$ cat src/rtl/fetch_unit.sv
// rtl/fetch_unit.sv - instruction fetch stage: PC, Imem address and decode fetch queue
module fetch_unit #(
  parameter logic [31:0] RESET_PC   = 32'h0000_0000,
  parameter int          FIFO_DEPTH = 2
) (
  input  logic        clock,
  input  logic        reset,
  output logic [31:0] imem_address,
  input  logic [31:0] imem_data,
  input  logic        imem_valid,
  input  logic        redirect_valid,
  input  logic [31:0] redirect_pc,
  output logic        out_valid,
  input  logic        out_ready,
  output logic [31:0] out_pc,
  output logic [31:0] out_instr,
  output logic        out_fault
);

  localparam int          PW  = $clog2(FIFO_DEPTH);
  localparam int          CW  = PW + 1;
  localparam logic [31:0] NOP = 32'h0000_0013;

  typedef enum logic {RUN, HALT} state_t;

  state_t          state, state_next;
  logic [31:0]     pc;
  logic [PW-1:0]   wr_ptr, rd_ptr;
  logic [CW-1:0]   count;
  logic            enq, deq;

  logic [31:0]     q_pc    [FIFO_DEPTH];
  logic [31:0]     q_instr [FIFO_DEPTH];
  logic            q_fault [FIFO_DEPTH];

  // Values of the most recently popped entry, shown while the queue is empty.
  logic [31:0]     last_pc, last_instr;
  logic            last_fault;

  // Next state plus enqueue/dequeue strobes; a redirect overrides everything.
  always_comb begin
    state_next = state;
    enq        = 1'b0;
    deq        = 1'b0;
    if (redirect_valid) begin
      state_next = RUN;
    end else begin
      // Fullness is judged before this cycle's pop, so there is no bypass.
      enq = (state == RUN) && (count < CW'(FIFO_DEPTH));
      deq = out_valid && out_ready;
      if (enq && !imem_valid) state_next = HALT;
    end
  end

  // State register.
  always_ff @(posedge clock or negedge reset) begin
    if (!reset) state <= RUN;
    else        state <= state_next;
  end

  // PC, queue pointers and occupancy; a redirect empties the queue outright.
  always_ff @(posedge clock or negedge reset) begin
    if (!reset) begin
      pc     <= RESET_PC;
      wr_ptr <= '0;
      rd_ptr <= '0;
      count  <= '0;
    end else if (redirect_valid) begin
      pc     <= redirect_pc;
      wr_ptr <= '0;
      rd_ptr <= '0;
      count  <= '0;
    end else begin
      if (enq && imem_valid) pc <= pc + 32'd4;
      if (enq) wr_ptr <= wr_ptr + PW'(1);
      if (deq) rd_ptr <= rd_ptr + PW'(1);
      count <= count + CW'(enq) - CW'(deq);
    end
  end

  // Queue storage; faulting fetches are stored as a NOP with the fault flag set.
  always_ff @(posedge clock) begin
    if (enq) begin
      q_pc[wr_ptr]    <= pc;
      q_instr[wr_ptr] <= imem_valid ? imem_data : NOP;
      q_fault[wr_ptr] <= !imem_valid;
    end
  end

  // Remember each popped entry so outputs hold steady once the queue drains.
  always_ff @(posedge clock or negedge reset) begin
    if (!reset) begin
      last_pc    <= '0;
      last_instr <= '0;
      last_fault <= 1'b0;
    end else if (deq) begin
      last_pc    <= q_pc[rd_ptr];
      last_instr <= q_instr[rd_ptr];
      last_fault <= q_fault[rd_ptr];
    end
  end

  assign imem_address = pc;
  assign out_valid    = (count != '0);
  assign out_pc       = out_valid ? q_pc[rd_ptr]    : last_pc;
  assign out_instr    = out_valid ? q_instr[rd_ptr] : last_instr;
  assign out_fault    = out_valid ? q_fault[rd_ptr] : last_fault;

endmodule

$ cat config.mk
export PLATFORM = sky130hd
export DESIGN_NAME = fetch_unit
export DESIGN_NICKNAME = d
export VERILOG_FILES = /design/src/rtl/fetch_unit.sv
export SDC_FILE = /design/constraint.sdc
export NUM_CORES = 1
export LEC_CHECK = 0
export BUFFER_PORTS_ARGS = -buffer_cell sky130_fd_sc_hd__buf_2
export CAP_MARGIN = 20
export CORE_MARGIN = 3
export CORE_UTILIZATION = 40
export DETAILED_ROUTE_END_ITERATION = 7
export SLEW_MARGIN = 40
export SYNTH_ARGS = -nofsm -noshare
export SYNTH_HDL_FRONTEND = slang
export SYNTH_SLANG_ARGS = --single-unit
export TNS_END_PERCENT = 20
$ cat constraint.sdc
create_clock -name clock -period 9.2 [get_ports clock]
set_clock_uncertainty 0.05 [all_clocks]
set_input_delay 1.84 -clock clock [delete_from_list [all_inputs] [get_ports clock]]
set_output_delay 1.84 -clock clock [all_outputs]
set_load 0.01 [all_outputs]
==> results of run 1 <==
## power groups by stage
stage	sequential [µW]	clock, µW	combinational (µW)
3_5_place_dp	1540	0	1450
5_1_grt	1550	1100	1620
6_report	1520	1030	1430
2_1_floorplan	1490	0	931
4_1_cts	1520	1050	1460
3_3_place_gp	1530	0	1430
## worst paths after layout
path | from | endpoint | cells past startpoint
setup / recovery | count[1] | out_pc[18] | 6
hold / removal | last_instr[7] | last_instr[7] | 2
setup reg to reg | count[1] | last_pc[8] | 7
hold reg to reg | last_instr[7] | last_instr[7] | 2
max in group asynchronous | reset | rd_ptr | 2
min in group asynchronous | reset | last_instr[24] | 1
## registers in the layout, indices dropped and copies added, names as in the netlist
name	cells
q_fault	2
q_pc	64
q_instr	64
imem_address	32
count	2
rd_ptr	1
state	1
wr_ptr	1
last_instr	32
last_pc	32
last_fault	1
## cell type report
cell class | instances | area (µm²)
multi-input combinational | 537 | 3157
inverter | 7 | 27.53
clock inverter | 9 | 92.59
sequential | 232 | 6460
clock buffer | 39 | 770.7
timing repair buffer | 173 | 908.4
fill | 2166 | 12010
tap | 319 | 399.1
## metal layers
layer  vias up  track usage [%]  wire (µm)
li1       3289                -          -
met1      3195            23.48      10230
met2       185            27.36      10360
met3        31            3.128       1289
met4         2            3.191        337
met5         -                0          7
## cell usage in the layout (no fill, tap or decap), types with 5 or more instances in the layout
cell type and count:
mux2i_1 65, clkinv_2 6, nor2_1 87, clkbuf_1 7
clkbuf_8 6, or4_1 16, inv_1 6, or3_1 6
mux2_2 5, xnor2_1 7, nand4_1 11, a21oi_1 66
buf_2 165, o31ai_1 15, nand3_1 10, dfrtp_1 101
o21ai_0 77, a31oi_1 15, and2_1 29, edfxtp_1 130
xor2_1 7, buf_4 5, clkbuf_16 27, nand2_1 86
## critical path: stages, from the launching register on
cell and delay [ps]:
dfrtp_1 450, or2_4 360, buf_12 280, buf_4 530, nor2_1 110, a21oi_1 220
buf_2 170
## metrics by stage
stage,power (µW),worst slack (ps),util (%)
finish,3980,4600,49.60
global route,4268,4397,49.60
CTS,4032,4362,49.50
detailed placement,2991,4704,45.88
global placement,2967,4230,45.84
floorplan,2424,3512,-
## cell families after synthesis
| logic type | Yosys count |
|---|---|
| compound gates | 178 |
| fa+ha+maj | 3 |
| mux | 70 |
| flops | 232 |
| simple gates | 272 |
| xor+xnor | 14 |
| buf+inv | 61 |
==> results.py, run 1 <==
metrics = {
    "floorplan": {
        "dieArea_mm2": 0.02648,
        "start_util_pct": 41.25,
        "core-area_mm2": 0.02382,
        "die_h_um": 162.7,
        "io_pins": 167,
        "rows": 56,
        "chipWidth_um": 162.7,
    },
    "pwr": {
        "p_int_uw": 2539,
        "peakVddDrop_mv": 0.1246,
        "leakage_uw": 0.004702,
        "pwr-share-seq_pct": 38.2,
        "pwr-share-clk_pct": 25.8,
        "pwr_density_cell_mw_per_mm2": 336.9,
        "p_sw_uw": 1441,
        "p_sw_share_pct": 36.21,
        "combPwrFrac_pct": 36.0,
    },
    "placed_design": {
        "io_buffers": 166,
        "post_dp_cell_area_mm2": 0.01093,
        "dp_cells": 1267,
        "gp_congestion": 0.7561,
        "dp_hpwl_um": 13630,
    },
    "grt": {
        "grt_max_degree": 131,
        "antenna_found_initial": 1,
        "grt_pass1_wl_um": 35240,
        "grt_pass1_vias": 6466,
        "grt_use_total_pct": 16.67,
        "grt_overflow": 0,
    },
    "clock_tree": {
        "cts_made_buffers": 26,
        "h-tree-depth": 1,
        "post_cts_buffers": 0,
        "cts.sinks": 232,
        "cts_root_buf": "clkbuf_16",
        "clock_latency_ps": 510,
        "clk_pin_slew_worst_paths_ps": 60,
        "cts_resized": 0,
        "cts_hold_buf": 0,
        "cts_tree": "built",
        "cts_buffer_depth": 3,
    },
    "worst_setup_path": {
        "path_max_fanout": 54,
        "crit_type": "reg2out",
        "r2r_setup_slack_ps": 6430,
        "worstPathArrival_ps": 2710,
        "critical_path.startpoint_type": "flop",
        "endpoint_kind": "output pin",
        "required_ps": 7310,
    },
    "status": {
        "outcome": "complete, no violations",
    },
    "yosys": {
        "synth-xor-area-share_pct": 1.248,
        "yosysTopAreaCell": "edfxtp_1",
        "synth_common_cells": "130 x edfxtp_1, 102 x dfrtp_1, 89 x nor2_1, 86 x nand2_1, 77 x o21ai_0",
        "synth-simple-area-share_pct": 13.20,
        "ys_seq_area_share_pct": 65.70,
        "synth.top_cell.area_share_pct": 39.72,
        "synth-seq-cells": 232,
        "synth_top_family_by_area": "simple AND/OR/NAND/NOR gates",
        "syn-num-nets": 902,
        "synth_fa_ha_area_share_pct": 0.3820,
        "postSynth.asyncResetShare_pct": 43.97,
        "ys_warn_count": 0,
        "synth.top_cells.by_area": "edfxtp_1 40%, dfrtp_1 26%, mux2i_1 6.6%",
        "synth_compound_area_share_pct": 9.791,
        "synth-main-ff-cell": "edfxtp_1",
        "syn_avg_cell_area_um2": 11.84,
        "synthDistinctLibCells": 38,
        "synthMuxAreaShare_pct": 7.194,
        "syn_area_mm2": 0.009827,
        "yosysMostFrequentCell": "edfxtp_1",
        "synth_edf_count": 130,
        "synthCells": 830,
    },
    "cells_and_area": {
        "nets": 1049,
        "stdcell_count": 1316,
        "n_antenna_cell": 0,
        "post-route-cell-area_mm2": 0.01182,
        "area_delta_synth_final_pct": 20.23,
        "drive_gt1_share_pct": 22.67,
    },
    "timing": {
        "max_freq_mhz": 217.4,
        "finalSetupTns_ps": 0,
        "setup_viol": 0,
        "worst_pin_slew_ps": 793.8,
        "whs_ps": 428.0,
        "fin_crit_sh_pct": 50.00,
        "timing.slew.headroom_pct": 47.08,
        "fin_crit_ps": 4600,
        "finalHoldViolations": 0,
        "rsz0062_at_grt": "false",
        "maxSlewViolCount": 0,
    },
    "detailed_routing": {
        "drc_errors": 0,
        "dr_total_vias": 6702,
        "wirelength_um": 22220,
        "drt_iter0_drc": 316,
        "dr.pass1.iters": 5,
        "vias_per_cell": 5.093,
        "wire_per_inst_um": 16.89,
        "ant_nets": 0,
    },
    "worst_hold_path": {
        "hold_class": "reg2reg",
    },
    "flow_run": {
        "drv_cap": 0,
    },
}
(Power assumes the default switching activity.)
==> run 2: changes to the inputs <==
clock period = 3.9 ns   (was 9.2 ns; I/O delays follow)
==> run 2 against run 1 <==
  * Final area rose by 0.38%
  * Sequential share of layout area is 0.21 points lower
  * Global-route usage is 0.14 points lower
  * Sequential power grew 140%
  * Register-to-register slack worse by 5100 ps
  * Sequential cell count did not move
  * Non-clock buffer count grew 8
  * Die area did not move
  * Critical endpoint is now out_pc[15]
==> results.py, run 2 (same netlist as run 1, synthesis figures left out) <==
metrics = {
    "cells_and_area": {
        "drive_gt1_share_pct": 23.23,
        "final_cell_mix": "165 x buf_2, 130 x edfxtp_1, 101 x dfrtp_1, 87 x nor2_1, 86 x nand2_1",
        "stdcell_count": 1322,
        "reg.largest.list": "q_instr (64), q_pc (64)",
        "post-route-util_pct": 49.78,
        "nets": 1056,
        "area_delta_synth_final_pct": 20.69,
        "mostFrequentLayoutCell": "buf_2",
        "n_antenna_cell": 0,
    },
    "timing": {
        "fin_crit_ps": 3225,
        "setup_viol": 0,
        "whs_ps": 209.1,
        "maxSlewViolCount": 0,
        "worst_pin_slew_ps": 711.9,
        "timing.slew.headroom_pct": 52.40,
        "fin_crit_sh_pct": 82.68,
        "rsz0062_at_grt": "false",
        "max_freq_mhz": 310.1,
        "finalHoldViolations": 0,
    },
    "grt": {
        "antenna_found_initial": 1,
        "grt_use_total_pct": 16.52,
        "grt_pass1_wl_um": 34990,
        "grt_pass1_vias": 6626,
        "grt_max_degree": 75,
        "grt_overflow": 0,
    },
    "pwr": {
        "pwr-share-seq_pct": 38.5,
        "peakVddDrop_mv": 0.3508,
        "combPwrFrac_pct": 35.7,
        "pwr_density_cell_mw_per_mm2": 787.7,
        "leakage_uw": 0.004729,
        "p_sw_share_pct": 35.84,
        "pwr-share-clk_pct": 25.8,
        "p_sw_uw": 3348,
        "p_int_uw": 5994,
    },
    "detailed_routing": {
        "wire_per_inst_um": 16.52,
        "vias_per_cell": 5.069,
        "dr.pass1.iters": 7,
        "wirelength_um": 21840,
        "ant_nets": 0,
        "dr_total_vias": 6701,
        "drt_iter0_drc": 373,
        "drc_errors": 0,
    },
    "status": {
        "outcome": "complete, no violations",
    },
    "worst_setup_path": {
        "endpoint_kind": "output pin",
        "critical_path.startpoint_type": "flop",
        "required_ps": 3070,
        "worstPathCellList": "or2_4 > buf_4 > nor2_1 > a21oi_1 > buf_2",
        "path_max_fanout": 45,
        "crit_slowest_cell": "or2_4",
        "worstPathArrival_ps": 2390,
        "slowest_delay_ps": 530,
        "crit_type": "reg2out",
    },
    "floorplan": {
        "start_util_pct": 41.25,
        "dieArea_mm2": 0.02648,
        "die_h_um": 162.7,
        "io_pins": 167,
        "chipWidth_um": 162.7,
        "core-area_mm2": 0.02382,
        "rows": 56,
    },
    "flow_run": {
        "drv_cap": 0,
    },
    "clock_tree": {
        "cts_hold_buf": 0,
        "cts_root_buf": "clkbuf_16",
        "clk_pin_slew_worst_paths_ps": 60,
        "cts_buffer_depth": 3,
        "cts_made_buffers": 25,
        "cts_tree": "built",
        "cts.sinks": 232,
        "clock_latency_ps": 510,
        "post_cts_buffers": 0,
        "h-tree-depth": 1,
        "cts_resized": 0,
    },
    "placed_design": {
        "dp_hpwl_um": 14230,
        "gp_congestion": 0.7232,
        "io_buffers": 166,
        "dp_cells": 1276,
    },
    "worst_hold_path": {
        "hold_class": "in2async",
    },
}
[run 2: changes by cell type in the layout (fill, tap and decap cells not counted), sizes merged]
cell,change
clkinvlp,+1
buf,+9
clkbuf,-3
inv,+1
clkinv,-3
bufinv,+1
[run 2: stage by stage]
stage / TNS, ps / setup WS [ps] / power [µW] / area [µm²]
after global placement: 0 / 1063 / 6963 / 11000
after floorplan: -94670 / -728.3 / 5717 / 9827
after CTS: 0 / 622.9 / 9472 / 11860
final: 0 / 675.4 / 9342 / 11860
after detailed placement: 0 / 1040 / 7034 / 11000
after global routing: 0 / 362.0 / 10050 / 11860
[run 2: layer usage]
metal | track usage (%) | wire length [µm]
met3 | 3.510 | 1259
met4 | 3.345 | 422
met5 | 0 | 13
met2 | 27.89 | 10240
met1 | 22.25 | 9904
[run 2: worst paths after layout]
check,start,end,slack [ps],depth (start not counted)
min in group clock,redirect_pc[7],imem_address[7],420,3
min,reset,last_instr[24],210,1
min reg2reg,last_pc[0],last_pc[0],430,2
max reg2reg,imem_address[2],imem_address[26],1320,5
max,count[1],out_pc[15],680,5
max in group asynchronous,reset,imem_address[30],2910,2
[run 2: final cells by class]
type | instances | area (µm²)
Fill cell | 2195 | 11960
Sequential cell | 232 | 6460
Multi-Input combinational cell | 537 | 3157
Timing Repair Buffer | 181 | 962.2
Clock buffer | 37 | 730.7
Tap cell | 319 | 399.1
Clock inverter | 9 | 125.1
Inverter | 7 | 26.28
[run 2: worst max-delay path, delay by kind of cell (launching register included)]
kind / cells / cell delay (ps)
AO/OA/AOI/OAI: 1 / 190
buffers and inverters: 2 / 620
flip-flops: 1 / 450
AND/OR/NAND/NOR: 2 / 600
[run 2: power groups by stage]
stage               registers [µW]  clock network (µW)  logic [µW]
global placement              3620                   0        3340
floorplan                     3520                   0        2200
global route                  3670                2600        3770
detailed placement            3640                   0        3390
CTS                           3600                2470        3400
finish                        3590                2410        3340
==> run 3: changes to the inputs <==
clock period = 2.8 ns   (was 3.9 ns; I/O delays follow)
==> run 3 against run 2 <==
  * Hold slack got worse by 3.6 ps
  * Critical path depth unchanged
  * Global-route usage is 0.30 points lower
  * Via count fell by 0.36%
  * Register-to-register slack worse by 870 ps
  * Combinational power rose by 48%
  * Sequential cell count did not move
  * Wire length is 0.33% higher
  * Critical path type unchanged
  * Largest cell class unchanged
==> results.py, run 3 (same netlist as run 1, synthesis figures left out) <==
metrics = {
    "cells_and_area": {
        "final_cell_mix": "165 x buf_2, 130 x edfxtp_1, 101 x dfrtp_1, 87 x nor2_1, 86 x nand2_1",
        "nets": 1061,
        "mostFrequentLayoutCell": "buf_2",
        "reg.largest.list": "q_instr (64), q_pc (64)",
        "fillCellCount": 2140,
        "drive_gt1_share_pct": 22.99,
        "n_antenna_cell": 0,
        "post-route-cell-area_mm2": 0.01194,
        "stdcell_count": 1324,
        "area_delta_synth_final_pct": 21.52,
    },
    "grt": {
        "grt_overflow": 0,
        "grt_pass1_wl_um": 34310,
        "grt_pass1_vias": 6346,
        "grt_max_degree": 131,
        "grt_use_total_pct": 16.23,
        "antenna_found_initial": 0,
    },
    "placed_design": {
        "dp_hpwl_um": 13860,
        "pre_cts_ws_ps": 266.9,
        "io_buffers": 166,
        "dp_cells": 1280,
        "post_dp_cell_area_mm2": 0.01113,
        "gp_congestion": 0.7339,
    },
    "floorplan": {
        "dieArea_mm2": 0.02648,
        "core-area_mm2": 0.02382,
        "die_h_um": 162.7,
        "start_util_pct": 41.25,
        "io_pins": 167,
        "rows": 56,
        "chipWidth_um": 162.7,
    },
    "timing": {
        "rsz0062_at_grt": "false",
        "worst_pin_slew_ps": 545.8,
        "timing.slew.headroom_pct": 63.62,
        "fin_crit_sh_pct": 94.10,
        "fin_crit_ps": 2635,
        "finalHoldViolations": 0,
        "max_freq_mhz": 379.5,
        "maxSlewViolCount": 0,
        "setup_slack_ps": 165.3,
        "whs_ps": 205.4,
        "setup_viol": 0,
    },
    "status": {
        "outcome": "complete, no violations",
    },
    "worst_setup_path": {
        "crit_slowest_cell": "dfrtp_1",
        "endpoint_kind": "output pin",
        "required_ps": 2190,
        "r2r_setup_slack_ps": 450,
        "crit_type": "reg2out",
        "cp_top_family": "flip-flops",
        "worstPathCellList": "or2_4 > buf_12 > nor2_1 > a21oi_1 > buf_2",
        "worst-path-stages": 5,
        "critical_path.startpoint_type": "flop",
        "worstPathArrival_ps": 2020,
        "ff2ff_path_depth": 4,
        "path_buf_inv": 2,
        "path_max_fanout": 46,
        "slowest_delay_ps": 450,
    },
    "detailed_routing": {
        "drc_errors": 0,
        "dr.pass1.iters": 4,
        "wirelength_um": 21920,
        "wire_per_inst_um": 16.55,
        "drt_iter0_drc": 325,
        "vias_per_cell": 5.043,
        "dr_total_vias": 6677,
        "ant_nets": 0,
    },
    "pwr": {
        "power.total_uw": 13050,
        "pwr_density_cell_mw_per_mm2": 1093,
        "leakage_uw": 0.004744,
        "peakVddDrop_mv": 0.6023,
    },
    "flow_run": {
        "drv_cap": 0,
    },
    "clock_tree": {
        "cts.sinks": 232,
        "clock_latency_ps": 500,
        "cts_resized": 0,
        "cts_tree": "built",
        "h-tree-depth": 1,
        "cts_buffer_depth": 3,
        "clk_pin_slew_worst_paths_ps": 60,
        "cts_root_buf": "clkbuf_16",
        "cts_made_buffers": 25,
        "post_cts_buffers": 0,
    },
    "worst_hold_path": {
        "hold_path_depth": 3,
        "hold_class": "in2reg",
    },
}
[run 3: path summary, 6_finish.rpt]
kind	start	end
min reg2reg	last_instr[11]	last_instr[11]
min in group asynchronous	reset	last_instr[23]
min	redirect_pc[5]	imem_address[5]
max reg2reg	count[1]	imem_address[25]
max	count[1]	out_pc[11]
max in group asynchronous	reset	imem_address[20]
[run 3: power by group]
| group | total [µW] | switching (µW) | internal (µW) |
|---|---|---|---|
| logic | 4940 | 3040 | 1900 |
| clock network | 3220 | 1270 | 1950 |
| registers | 4890 | 393 | 4500 |
[run 3: final cells by class]
class | instances | area [µm²] | area share (%)
Sequential cell | 232 | 6460 | 54.10
Tap cell | 319 | 399.1 | 3.342
Multi-Input combinational cell | 537 | 3157 | 26.44
Clock buffer | 32 | 671.9 | 5.627
Inverter | 7 | 26.28 | 0.2200
Clock inverter | 11 | 128.9 | 1.079
Timing Repair Buffer | 186 | 1099 | 9.199
[run 3: stage by stage]
step / utilization, % / setup TNS, ps
2_1_floorplan: - / -70060
3_3_place_gp: 46.72 / 0
3_5_place_dp: 46.72 / 0
4_1_cts: 50.13 / 0
5_1_grt: 50.13 / 0
6_report: 50.13 / 0
[run 3: layer usage]
metal  share of wire (%)  global-route usage, %  vias to the layer above
met5                   0                      0                        -
met4                 2.1                  3.845                        0
met3                 4.8                  2.721                       33
met2                  47                  26.79                      177
met1                  46                  22.61                     3150
li1                    -                      -                     3317
[run 3: what timing repair did]
action                     CTS  global route
hold buffers                 1             0
setup endpoints to repair    0             0
hold endpoints to repair    34             0
[run 3: worst reg2reg max path, delay by kind of cell (launching register included)]
kind               cells  cell delay [ps]
and+or+nand+nor        3             1610
AOI/OAI and AO/OA      1              170
DFF                    1              450
